===== src/rtl/spi_alu_sequencer.sv =====
// SPI mode-0 frame receiver that drives the ALU operands and captures its result.
// The previous {result,flags} byte is shifted back out on MISO during each frame.
module spi_alu_sequencer #(
    parameter int DATA_W      = 4,
    parameter int OP_W        = 2,
    parameter int SYNC_STAGES = 2,
    parameter int EXEC_CYCLES = 1
) (
    input  logic              i_slk,
    input  logic              i_rst,
    input  logic              i_cs,
    input  logic              i_sck,
    input  logic              i_mosi,
    output logic              o_miso,
    output logic [DATA_W-1:0] o_alu_a,
    output logic [DATA_W-1:0] o_alu_b,
    output logic [OP_W-1:0]   o_alu_op,
    input  logic [DATA_W-1:0] i_alu_result,
    input  logic [3:0]        i_alu_flags,
    output logic [DATA_W-1:0] o_result_q,
    output logic [3:0]        o_flags_q,
    output logic              o_valid,
    output logic              o_frame_err
);

    localparam int FRAME_BITS = OP_W + 2 * DATA_W;
    localparam int TX_BITS    = DATA_W + 4;
    localparam int ECNT_W     = $clog2(EXEC_CYCLES + 1);
    localparam logic [3:0] FRAME_CNT = 4'(FRAME_BITS);
    localparam logic [ECNT_W-1:0] EXEC_LAST = ECNT_W'(EXEC_CYCLES - 1);

    typedef enum logic [1:0] {
        S_IDLE,
        S_SHIFT,
        S_EXEC,
        S_CAPTURE
    } state_t;

    state_t                  r_state;
    logic [SYNC_STAGES-1:0]  r_cs_s;
    logic [SYNC_STAGES-1:0]  r_sck_s;
    logic [SYNC_STAGES-1:0]  r_mosi_s;
    logic                    r_cs_d;
    logic                    r_sck_d;
    logic [FRAME_BITS-1:0]   r_rx;
    logic [TX_BITS-1:0]      r_tx;
    logic [3:0]              r_cnt;
    logic [ECNT_W-1:0]       r_exec_cnt;
    logic                    r_wait_high;
    logic                    r_miso;
    logic [DATA_W-1:0]       r_alu_a;
    logic [DATA_W-1:0]       r_alu_b;
    logic [OP_W-1:0]         r_alu_op;
    logic [DATA_W-1:0]       r_result_q;
    logic [3:0]              r_flags_q;
    logic                    r_valid;
    logic                    r_frame_err;

    logic w_cs;
    logic w_sck;
    logic w_mosi;
    logic w_cs_rise;
    logic w_cs_fall;
    logic w_sck_rise;
    logic w_sck_fall;

    assign w_cs       = r_cs_s[SYNC_STAGES-1];
    assign w_sck      = r_sck_s[SYNC_STAGES-1];
    assign w_mosi     = r_mosi_s[SYNC_STAGES-1];
    assign w_cs_rise  = w_cs & ~r_cs_d;
    assign w_cs_fall  = ~w_cs & r_cs_d;
    assign w_sck_rise = w_sck & ~r_sck_d;
    assign w_sck_fall = ~w_sck & r_sck_d;

    assign o_miso      = r_miso;
    assign o_alu_a     = r_alu_a;
    assign o_alu_b     = r_alu_b;
    assign o_alu_op    = r_alu_op;
    assign o_result_q  = r_result_q;
    assign o_flags_q   = r_flags_q;
    assign o_valid     = r_valid;
    assign o_frame_err = r_frame_err;

    // CS sync resets low so a CS held low through reset never looks like a fall
    always_ff @(posedge i_slk) begin
        if (i_rst) begin
            r_state     <= S_IDLE;
            r_cs_s      <= '0;
            r_sck_s     <= '0;
            r_mosi_s    <= '0;
            r_cs_d      <= 1'b0;
            r_sck_d     <= 1'b0;
            r_rx        <= '0;
            r_tx        <= '0;
            r_cnt       <= '0;
            r_exec_cnt  <= '0;
            r_wait_high <= 1'b0;
            r_miso      <= 1'b0;
            r_alu_a     <= '0;
            r_alu_b     <= '0;
            r_alu_op    <= '0;
            r_result_q  <= '0;
            r_flags_q   <= '0;
            r_valid     <= 1'b0;
            r_frame_err <= 1'b0;
        end else begin
            r_cs_s   <= {r_cs_s[SYNC_STAGES-2:0], i_cs};
            r_sck_s  <= {r_sck_s[SYNC_STAGES-2:0], i_sck};
            r_mosi_s <= {r_mosi_s[SYNC_STAGES-2:0], i_mosi};
            r_cs_d   <= w_cs;
            r_sck_d  <= w_sck;
            r_valid  <= 1'b0;

            unique case (r_state)
                S_IDLE: begin
                    r_miso <= 1'b0;
                    if (w_cs) begin
                        r_wait_high <= 1'b0;
                    end
                    if (w_cs_fall && !r_wait_high) begin
                        r_state <= S_SHIFT;
                        r_cnt   <= '0;
                        r_tx    <= {r_result_q, r_flags_q};
                        r_miso  <= r_result_q[DATA_W-1];
                    end
                end
                S_SHIFT: begin
                    if (w_cs_rise) begin
                        r_miso <= 1'b0;
                        if (r_cnt == FRAME_CNT) begin
                            r_state    <= S_EXEC;
                            r_exec_cnt <= '0;
                        end else begin
                            r_frame_err <= 1'b1;
                            r_state     <= S_IDLE;
                        end
                    end else begin
                        if (w_sck_rise) begin
                            r_rx <= {r_rx[FRAME_BITS-2:0], w_mosi};
                            if (r_cnt != 4'hF) begin
                                r_cnt <= r_cnt + 4'd1;
                            end
                        end
                        if (w_sck_fall) begin
                            r_tx   <= {r_tx[TX_BITS-2:0], 1'b0};
                            r_miso <= r_tx[TX_BITS-2];
                        end
                    end
                end
                S_EXEC: begin
                    if (r_exec_cnt == '0) begin
                        r_alu_op <= r_rx[FRAME_BITS-1 -: OP_W];
                        r_alu_a  <= r_rx[2*DATA_W-1 -: DATA_W];
                        r_alu_b  <= r_rx[DATA_W-1:0];
                    end
                    if (w_cs_fall) begin
                        r_frame_err <= 1'b1;
                        r_wait_high <= 1'b1;
                    end
                    if (r_exec_cnt == EXEC_LAST) begin
                        r_state <= S_CAPTURE;
                    end else begin
                        r_exec_cnt <= r_exec_cnt + 1'b1;
                    end
                end
                S_CAPTURE: begin
                    r_result_q  <= i_alu_result;
                    r_flags_q   <= i_alu_flags;
                    r_valid     <= 1'b1;
                    r_frame_err <= w_cs_fall | r_wait_high;
                    if (w_cs_fall) begin
                        r_wait_high <= 1'b1;
                    end
                    r_state <= S_IDLE;
                end
                default: begin
                    r_state <= S_IDLE;
                end
            endcase
        end
    end

endmodule


===== config.mk =====
export PLATFORM = sky130hd
export DESIGN_NAME = spi_alu_sequencer
export DESIGN_NICKNAME = d
export VERILOG_FILES = /design/src/rtl/spi_alu_sequencer.sv
export SDC_FILE = /design/constraint.sdc
export NUM_CORES = 1
export LEC_CHECK = 0
export BUFFER_PORTS_ARGS = -buffer_cell sky130_fd_sc_hd__buf_2
export CAP_MARGIN = 0
export CORE_ASPECT_RATIO = 1.1
export CORE_MARGIN = 10
export CORE_UTILIZATION = 50
export DETAILED_ROUTE_END_ITERATION = 6
export PLACE_DENSITY_LB_ADDON = 0.3
export SYNTH_ARGS = -nofsm -noshare
export SYNTH_HDL_FRONTEND = slang
export SYNTH_SLANG_ARGS = --single-unit

===== constraint.sdc =====
create_clock -name i_slk -period 4.25 [get_ports i_slk]
set_input_delay 0.85 -clock i_slk [delete_from_list [all_inputs] [get_ports i_slk]]
set_output_delay 0.85 -clock i_slk [all_outputs]
set_load 0.01 [all_outputs]

==> impl_metrics.json <==
{
  "core_area_sq_um": 3990,
  "ff2ff_setup_slack_ps": 2010,
  "grt_pass1_vias": 1537,
  "grt_max_degree": 57,
  "max_freq_mhz": 447,
  "netlist_instances": 242,
  "antenna_found_initial": 0,
  "syn_to_final_growth_pct": 12.8,
  "drt-vias-per-instance": 5.21,
  "synth_area_sq_um": 2070,
  "numCtsBuffers": 5,
  "async_flop_share": 0,
  "rsz0062_at_grt": "no",
  "synth-seq-cells": 53,
  "post_cts.repair.setup_buffers": 0,
  "synth_top_area_share": 0.513,
  "leakagePower_uw": 0.000854,
  "clk_latency_ps": 310,
  "period_share": 0.526,
  "vias": 1661,
  "first_pass_iters": 4,
  "synth_ff_type": "dfxtp_1",
  "clk_path_buf_depth": 2,
  "relSlewSlack": 0.368,
  "ir_drop_uv": 304,
  "drc": 0,
  "setup_tns_ps": 0,
  "placed_area_sq_um": 2240,
  "endpoint_kind": "flop",
  "drv_cap": 0,
  "crit_slowest_cell": "nor2b_1",
  "clock_skew_ps": 10.4,
  "avgSynthCellArea_sq_um": 8.55,
  "io_pins": 34,
  "yosysTopAreaCell": "dfxtp_1",
  "io_buffers": 33,
  "cts_tree": "yes",
  "synthDistinctLibCells": 35,
  "antenna_cells_inserted": 0,
  "critPathKind": "flop to flop",
  "hold_class": "flop to flop",
  "rows": 24,
  "grt_pass1_wl_um": 6880,
  "hold_slack_ps": 453,
  "synth_warnings": 0,
  "totalWireLength_um": 4150,
  "dp_hpwl_um": 2860,
  "startpoint_type": "flop",
  "worst_slew_pin_slew_ps": 947,
  "synth_seq_area_share": 0.513,
  "clk_pin_slew_worst_paths_ps": 90,
  "root_buffer": "clkbuf_8",
  "finalNetCount": 281,
  "holdBufCountCts": 0,
  "p_per_area_nw_per_um2": 359,
  "grt_busiest_layer": "met2",
  "netlist_top_cells_area": "dfxtp_1, nand2_1, a21oi_1",
  "design_area_sq_um": 2330,
  "overflow": 0,
  "syn-num-nets": 257,
  "fillCellCount": 387,
  "grtUsageMet3": 0.0424,
  "worstRegToRegCells": 4,
  "fin_crit_ps": 2240,
  "finalSetupViolCount": 0,
  "slew_viol_final": 0,
  "rr_startpoint": "r_state[0]",
  "cp.required_ps": 4400,
  "grt_use_met2": 0.196,
  "use_met1": 0.136,
  "wl_per_cell_um": 13.0,
  "start_util": 0.518,
  "die_w_um": 81.3,
  "status": "complete, no violations",
  "cts_num_sinks": 53,
  "whs_path_depth": 1,
  "cp_max_fo": 13,
  "drive_above_1_share": 0.165,
  "die_h_um": 87.5,
  "min_to": "r_sck_s[1]",
  "worstReg2RegEnd": "r_rx[1]",
  "hp-start": "r_sck_s[0]",
  "post_cts_resize_count": 0,
  "track_usage": 0.119,
  "max_stage_delay_ps": 770,
  "h-tree-depth": 2,
  "crit_arrival_ps": 2380,
  "place_congestion": 0.775,
  "antenna_left": 0,
  "drt_iter0_markers": 98,
  "hold_viol_final": 0,
  "synth_edf_count": 0,
  "dieArea_sq_um": 7110,
  "cp_cell_sequence": "nor2b_1 > nand3_1 > nand2_1 > a21oi_1"
}
==> critical path, delay by kind of cell, from the launching register on <==
kind	cells	cell delay [ps]
AND/OR/NAND/NOR	3	1450
flip-flops	1	550
AO/OA/AOI/OAI	1	80
==> cell families after synthesis <==
group                      after synthesis  synth area share
muxes                                    6            0.0290
adders and majority gates                2            0.0121
DFF                                     53             0.513
and+or+nand+nor                        101             0.229
AOI/OAI and AO/OA                       61             0.181
buffers and inverters                   19            0.0357
==> final cells by class <==
cell class,count,area [sq um],share of cell area
clock inverter,2,13.8,0.00590
timing repair buffer,33,165,0.0708
sequential,53,1060,0.455
clock buffer,6,82.6,0.0354
multi-input combinational,170,933,0.400
tap,52,65.1,0.0279
inverter,3,11.3,0.00483
==> power breakdown <==
| group | switching, uW | leakage (uW) | total, uW | internal [uW] |
|---|---|---|---|---|
| registers | 4.56 | 0.000429 | 508 | 504 |
| logic | 21.7 | 0.000374 | 36.6 | 14.9 |
| clock network | 160 | 0.0000512 | 292 | 132 |
| total | 186 | 0.000854 | 837 | 651 |
==> stage by stage <==
stage          instances  power [uW]  setup slack (ps)   util
2_1_floorplan        242         546              2620      -
3_3_place_gp         311         556              1980  0.560
3_5_place_dp         311         556              2010  0.560
4_1_cts              319         848              2020  0.584
5_1_grt              319         871              1810  0.584
6_report             319         837              2010  0.584
==> cell usage in the layout, fill, tap and decap left out, drive strengths merged <==
cell,synthesis,routed
nand4,3,3
o21ai,4,4
a211oi,1,1
a31oi,3,3
nor2b,11,11
buf,3,33
nor3b,1,1
a21bo,1,1
a311oi,7,7
nor2,4,4
dfxtp,53,53
or4,1,1
nand2,60,60
nand2b,6,6
and3,2,2
and2,1,1
nand3,6,6
a2bb2oi,1,1
o2bb2ai,1,1
clkinv,0,2
or3b,1,1
a31o,1,1
inv,3,3
clkbuf,13,6
or3,1,1
o22ai,1,1
ha,2,2
mux2i,6,6
nand4b,1,1
nor3,2,2
a21oi,39,39
and2b,1,1
a21o,1,1
o31ai,1,1
==> synthesized netlist by cell type (2+ instances only) <==
cell      number
nand3_1        6
nor2b_1       11
nor2_1         4
nand4_1        3
nand2b_1       6
dfxtp_1       53
nand2_1       60
a21oi_1       39
ha_1           2
and3_1         2
buf_2          2
mux2i_1        6
nor3_1         2
a311oi_1       7
clkbuf_1      13
inv_1          3
o21ai_0        4
a31oi_1        2
==> sequential cells by signal, indices dropped and copies added, names as in the netlist, 2 cells and up, named ones only <==
signal,flops
r_sck_s,2
o_alu_a,4
r_tx,7
o_result_q,4
r_cnt,4
r_cs_s,2
r_mosi_s,2
o_alu_b,4
r_rx,10
o_alu_op,2
o_flags_q,4
==> how the worst max path moves through the flow <==
| stage | endpoint | slack (ps) | startpoint | cells past startpoint |
|---|---|---|---|---|
| after floorplan | r_cnt[3] | 2620 | i_rst | 4 |
| after global placement | r_cnt[3] | 1980 | i_rst | 4 |
| after detailed placement | r_cnt[3] | 2010 | i_rst | 4 |
| after CTS | r_rx[1] | 2020 | r_state[0] | 4 |
| after global routing | r_rx[1] | 1810 | r_state[0] | 4 |
| final | r_rx[1] | 2010 | r_state[0] | 4 |
==> routing by layer <==
layer | share of wire | vias to the layer above
li1 | - | 876
met1 | 0.45 | 745
met2 | 0.48 | 34
met3 | 0.058 | 6
met4 | 0.014 | 0
met5 | 0 | -
Power figures use the tool's default switching activity.
